**src/rtl/mram_din_burst_arbiter.sv**
```systemverilog
// Round-robin burst arbiter in front of the MRAM write-data FIFO: one requester owns the write port for a whole burst.
// Latency: grant 1 cycle after request in IDLE; beat valid/data/ready are combinational while a burst is active.
// Backpressure: fifo_ready_i low stalls the burst (state, count and data hold); a missing beat valid waits indefinitely.
module mram_din_burst_arbiter #(
  parameter int NUM_REQ    = 4,
  parameter int DATA_WIDTH = 10,
  parameter int LEN_WIDTH  = 8
) (
  input  logic                          clk,
  input  logic                          rst,
  input  logic [NUM_REQ-1:0]            req_i,
  input  logic [NUM_REQ*LEN_WIDTH-1:0]  req_len_i,
  input  logic [NUM_REQ*DATA_WIDTH-1:0] req_data_i,
  input  logic [NUM_REQ-1:0]            req_valid_i,
  output logic [NUM_REQ-1:0]            req_ready_o,
  output logic [NUM_REQ-1:0]            gnt_o,
  output logic [DATA_WIDTH-1:0]         fifo_data_o,
  output logic                          fifo_valid_o,
  input  logic                          fifo_ready_i,
  output logic                          busy_o,
  output logic                          done_o
);

  localparam int SEL_W = (NUM_REQ > 1) ? $clog2(NUM_REQ) : 1;

  typedef enum logic {
    S_IDLE  = 1'b0,
    S_BURST = 1'b1
  } state_t;

  state_t                 r_state;
  logic [SEL_W-1:0]       r_sel;
  logic [SEL_W-1:0]       r_ptr;
  logic [LEN_WIDTH-1:0]   r_cnt;
  logic [NUM_REQ-1:0]     r_gnt;
  logic                   r_busy;
  logic                   r_done;

  logic                   w_any;
  logic [SEL_W-1:0]       w_win;
  int                     w_scan;
  logic [SEL_W-1:0]       w_scan_idx;
  logic [LEN_WIDTH-1:0]   w_win_len;
  logic [DATA_WIDTH-1:0]  w_sel_data;
  logic                   w_sel_valid;
  logic                   w_beat;

  // Round-robin pick: first requesting index scanning upward from the slot after the last one served.
  always_comb begin
    w_any      = 1'b0;
    w_win      = '0;
    w_scan     = 0;
    w_scan_idx = '0;
    for (int i = 0; i < NUM_REQ; i++) begin
      w_scan = int'(r_ptr) + 1 + i;
      if (w_scan >= NUM_REQ) begin
        w_scan = w_scan - NUM_REQ;
      end
      w_scan_idx = SEL_W'(w_scan);
      if (!w_any && req_i[w_scan_idx]) begin
        w_any = 1'b1;
        w_win = w_scan_idx;
      end
    end
  end

  // Slice muxes: burst length of the arbitration winner, data/valid of the current owner.
  always_comb begin
    w_win_len   = '0;
    w_sel_data  = '0;
    w_sel_valid = 1'b0;
    for (int k = 0; k < NUM_REQ; k++) begin
      if (SEL_W'(k) == w_win) begin
        w_win_len = req_len_i[k*LEN_WIDTH +: LEN_WIDTH];
      end
      if (SEL_W'(k) == r_sel) begin
        w_sel_data  = req_data_i[k*DATA_WIDTH +: DATA_WIDTH];
        w_sel_valid = req_valid_i[k];
      end
    end
  end

  // Write-port mux: only the owner reaches the FIFO, everything is quiet outside a burst.
  always_comb begin
    fifo_valid_o = 1'b0;
    fifo_data_o  = '0;
    req_ready_o  = '0;
    if (r_state == S_BURST) begin
      fifo_valid_o = w_sel_valid;
      fifo_data_o  = w_sel_data;
      req_ready_o  = r_gnt & {NUM_REQ{fifo_ready_i}};
    end
  end

  assign w_beat = fifo_valid_o & fifo_ready_i;

  // Burst FSM: grant in IDLE, count beats down in BURST, release and pulse done after the last beat.
  always_ff @(posedge clk or posedge rst) begin
    if (rst) begin
      r_state <= S_IDLE;
      r_sel   <= '0;
      r_ptr   <= SEL_W'(NUM_REQ - 1);
      r_cnt   <= '0;
      r_gnt   <= '0;
      r_busy  <= 1'b0;
      r_done  <= 1'b0;
    end else begin
      r_done <= 1'b0;
      case (r_state)
        S_IDLE: begin
          if (w_any) begin
            r_state <= S_BURST;
            r_sel   <= w_win;
            r_cnt   <= w_win_len;
            r_gnt   <= NUM_REQ'(1) << w_win;
            r_busy  <= 1'b1;
          end
        end
        S_BURST: begin
          if (w_beat) begin
            if (r_cnt == '0) begin
              r_state <= S_IDLE;
              r_gnt   <= '0;
              r_busy  <= 1'b0;
              r_done  <= 1'b1;
              r_ptr   <= r_sel;
            end else begin
              r_cnt <= r_cnt - 1'b1;
            end
          end
        end
        default: begin
          r_state <= S_IDLE;
          r_gnt   <= '0;
          r_busy  <= 1'b0;
        end
      endcase
    end
  end

  assign gnt_o  = r_gnt;
  assign busy_o = r_busy;
  assign done_o = r_done;

endmodule

```
**config.mk**
```make
export PLATFORM = sky130hd
export DESIGN_NAME = mram_din_burst_arbiter
export DESIGN_NICKNAME = d
export VERILOG_FILES = /design/src/rtl/mram_din_burst_arbiter.sv
export SDC_FILE = /design/constraint.sdc
export NUM_CORES = 1
export LEC_CHECK = 0
export CAP_MARGIN = 40
export CORE_MARGIN = 3
export CORE_UTILIZATION = 39
export CTS_BUF_LIST = sky130_fd_sc_hd__clkbuf_4
export DETAILED_ROUTE_END_ITERATION = 10
export PLACE_DENSITY = 0.93
export SYNTH_ARGS = -nofsm -noshare
export SYNTH_HDL_FRONTEND = slang
export SYNTH_SLANG_ARGS = --single-unit
```
**constraint.sdc**
```tcl
create_clock -name clk -period 2.4 [get_ports clk]
set_clock_uncertainty 0.15 [all_clocks]
set_input_delay 0.48 -clock clk [delete_from_list [all_inputs] [get_ports clk]]
set_output_delay 0.48 -clock clk [all_outputs]
set_load 0.02 [all_outputs]
```
==> reports/results.txt <==
The final critical delay including setup and external delays is 2.42 ns. Power density of the placed cells: 364 nW/µm². From synthesis to final layout, the design area changed by 82.2%.

For this design, the sink count on the clock tree is 19. On the critical path, the stage with the largest delay is an instance of mux4_2. Clock-pin slew was measured on the worst setup and hold paths at 0.12 ns. Worst ir drop on vdd: 0.000201 V. By area the synthesized netlist is led by dfrtp_1 (25%), mux4_2 (15%), and2_1 (4.4%). The initial DRC count was 372. The tools report the root buffer selected by CTS as clkbuf_4. Detailed placement ended at an HPWL of 5.03 mm.

Data on the critical path arrives at its endpoint at 1.79 ns. Buffers placed on the I/O ports in this run total 103. The share of async-settable or async-resettable flops after synthesis was 100%; the total negative slack was -0.0469 ns. Summed over all layers, the global routing overflow is 0. Number of H-tree branching levels: 1. The flow ran to the end, but the final reports show violations. Sequential cells account for 34.3% of the total power. In this run the worst path has a maximum fanout of 5. The congestion estimate from routability-driven global placement came to 0.898. The finished cells cover 3100 µm². For the number of different library cells in the post-synthesis netlist, the log shows 53. The cell that appears most often on the critical path is buf_6. Traced cell by cell, the critical path runs through buf_6 > buf_6 > mux4_2 > and2_4 > buf_6. The count of final max-slew check failures was 0. Summed over all cells, the static leakage comes to 1.29 nW. The number of detailed-routing iterations run before antenna repair was 5; the proportion of netlist area held by the largest area contributor was 25.0%.

The final clock period utilization by the worst path works out to 101%. TritonCTS built the clock tree. The tools report the number of warnings reported in the yosys synthesis log as 0. In this run the cell area measured after placement is 2950 µm². Across the run, the number of max-cap violations was 0. For the number of placement rows, the log shows 23.

Entering global routing, the biggest net connects 21 pins. The part of the power in the clock network was 15.4%; the cell area after synthesis was 1700 µm². The number of diodes added for antenna fixing was 0. The run gives 357 as the number of non-filler instances in the completed layout. The count of flip-flops with a built-in enable after synthesis was 0. dfrtp_1 takes more of the synthesized area than any other cell. For the worst-skew pair, the clock arrives at the later sink with an insertion delay of 0.31 ns.

Using the TritonRoute via totals, the vias-per-cell ratio works out to 5.97. The floorplan step set the die height to 72.0 µm. The slew of the pin with the lowest slew margin came out at 0.489 ns. In the routed design, unresolved DRC markers number 0. The clock passes through at most 2 buffers. Setup violations remaining at the end of the flow were counted as 5. The top achievable clock speed is 0.413 GHz, and the slack of the worst reg-to-reg path is 0.04 ns. The run gives 104 as the top-level I/O count. The via count of the first global-routing pass came out at 2,079. The tools report the remaining antenna violation count after routing as 0. The final count of hold timing violations is 0, and the detail-routed net length per standard cell is 20.1 µm. The tightest min-delay check is of the in -> async type. For the internal power contribution, the log shows 0.000761 W.

Counting every instance in the synthesized netlist gives 177. The run gives 0.000366 W as the power spent charging and discharging nets. The delay of the slowest cell on the worst path was 0.51 ns.

Count of state elements after synthesis: 19. The checks that failed: negative setup slack. Setup repair after global routing could not meet its margin everywhere. The tools report the count of hold-fix buffers inserted at cts as 0.

For the data required time at the worst endpoint, the log shows 1.77 ns. The overall fraction of global-route tracks in use was 24.6%; the share of cells above drive strength 1 was 28.7%. Flip-flop cell with the highest count after synthesis: dfrtp_1.

The fraction of power consumed by combinational cells is 50.4%, and the first-pass GRT wire length is 10.1 mm. The die is 72.0 µm wide. The critical path is of the reg -> out type. The number of nets handed over by synthesis was 261. The region available for standard cell placement spans 4120 µm². The initial core utilization was 41.3%; the average cell area after synthesis was 9.60 µm².

The tools report the die outline area as 5180 µm². The logs give 7.16 mm for the post-detailed-routing wire length and 3 for the number of CTS-inserted buffers. In this run switching power makes up 32.5% of total power. Headroom to the max-slew limit came out at 67.2%. The worst slack after detailed placement was -0.317 ns.

The tools report the least setup slack across all paths after layout as -0.0237 ns. For this run, the post-layout net count is 392. After detailed placement, the design holds a cell count of 346. For this run, the share of the core covered by cells in the final layout is 75.2%. Summing over every cut layer, the via total after detailed routing is 2,132.

The worst setup path is launched from a flop. STA classifies the critical path endpoint as a primary output. The number of antenna violations at the first check in global routing is 0, and the fraction of the yosys area taken by sequential cells is 28.1%.
-- metal layers --
metal  track usage [%]  wire [µm]  part of all wire [%]  vias up
li1                  -          -                     -      935
met1              30.7       2690                    38     1021
met2              44.0       3710                    52      150
met3              2.77        528                   7.4       26
met4              8.14        234                   3.3        0
met5                 0          0                     0        -
-- cell families (layout without fill, tap and decap cells) --
logic type	Yosys count	in the layout	synth area share (%)
fa+ha+maj	1	1	0.736
buf+inv	23	153	6.33
compound gates	50	50	22.1
simple gates	62	62	20.7
flops	19	19	28.1
mux	22	22	22.0
-- worst max-delay path: cells and delay by family, from the launching register on --
kind	cells	cell delay, ns
buffers and inverters	3	0.37
and+or+nand+nor	1	0.18
DFF	1	0.43
muxes	1	0.51
-- layout make-up --
cell class              count  area (µm²)
well taps                  50        62.6
flip-flops and latches     19         479
multi-input cells         135        1160
repair buffers            136        1320
fillers                   268        1020
clock inverters             1        5.00
inverters                  13        48.8
clock buffers               3        22.5
-- sequential cells by signal, summed over array words and instances (netlist names) --
signal and cells:
r_ptr 2, busy_o 1, r_sel 2, done_o 1, r_state 1, gnt_o 4
r_cnt 8
-- cell usage after synthesis (2+ instances only) --
cell type / number
a21oi_1: 9
and2_1: 12
a22oi_1: 2
a22o_1: 3
mux2i_1: 4
nor2b_1: 3
inv_1: 12
clkbuf_1: 5
buf_2: 2
nand4_1: 2
mux2_2: 4
mux4_2: 11
o21bai_1: 3
nor2_1: 9
mux2_4: 2
nand2_1: 14
and3_1: 5
nand2b_1: 3
or3_1: 2
a21boi_1: 2
nor3_1: 4
a21o_1: 2
nand3_1: 2
o21ai_0: 5
dfrtp_1: 17
dfstp_2: 2
o22ai_1: 4
buf_6: 2
a221o_1: 2
a221oi_1: 5
-- power groups by stage --
stage | Sequential, W | Combinational, W | Clock (W)
finish | 0.000386 | 0.000568 | 0.000173
global route | 0.000392 | 0.000603 | 0.000189
CTS | 0.000382 | 0.000503 | 0.000173
detailed placement | 0.000388 | 0.000513 | 0
global placement | 0.000386 | 0.000495 | 0
floorplan | 0.000382 | 0.000240 | 0
-- path summary, 6_finish.rpt --
kind,startpoint,end,depth (start not counted)
max,r_sel[0]$_DFFE_PP0P_,fifo_data_o[3],5
min,rst,done_o$_DFF_PP0_,3
max reg2reg,r_sel[0]$_DFFE_PP0P_,r_cnt[3]$_DFFE_PP0P_,8
min reg2reg,r_cnt[1]$_DFFE_PP0P_,r_cnt[1]$_DFFE_PP0P_,1
max in group asynchronous,rst,r_ptr[1]$_DFFE_PP1P_,3
min in group clk,r_cnt[1]$_DFFE_PP0P_,r_cnt[1]$_DFFE_PP0P_,1
-- what timing repair did --
item	in CTS	in global routing
hold endpoints to repair	0	0
buffers inserted	3	4
setup endpoints to repair	15	13
pin swaps	0	5
gates resized for setup	50	32
-- metrics by stage --
step | total power, W | hold WS, ns
final | 0.00113 | 0.336
after global routing | 0.00118 | 0.353
after CTS | 0.00106 | 0.352
after detailed placement | 0.000901 | 0.377
after global placement | 0.000881 | 0.362
after floorplan | 0.000622 | 0.280
-- placed cells by master, fill, tap and decap left out, types with 3 or more instances in the layout --
| cell type | synthesis | final |
|---|---|---|
| clkdlybuf4s50_1 | 0 | 88 |
| buf_4 | 1 | 26 |
| dfrtp_1 | 17 | 16 |
| nand2_1 | 14 | 14 |
| inv_1 | 12 | 12 |
| buf_6 | 2 | 12 |
| mux4_2 | 11 | 11 |
| nor2_1 | 9 | 9 |
| a21oi_1 | 9 | 9 |
| and2_4 | 0 | 8 |
| and3_1 | 5 | 5 |
| a221oi_1 | 5 | 5 |
| mux2i_1 | 4 | 4 |
| o22ai_1 | 4 | 4 |
| o21ai_0 | 5 | 4 |
| and2_1 | 12 | 4 |
| mux2_2 | 4 | 4 |
| dlygate4sd2_1 | 0 | 4 |
| nand2b_1 | 3 | 3 |
| nor3_1 | 4 | 3 |
| o21bai_1 | 3 | 3 |
| nor2b_1 | 3 | 3 |
| a22o_1 | 3 | 3 |
| clkbuf_4 | 0 | 3 |
| buf_2 | 2 | 3 |
| buf_12 | 0 | 3 |
Power figures use the tool's default switching activity.
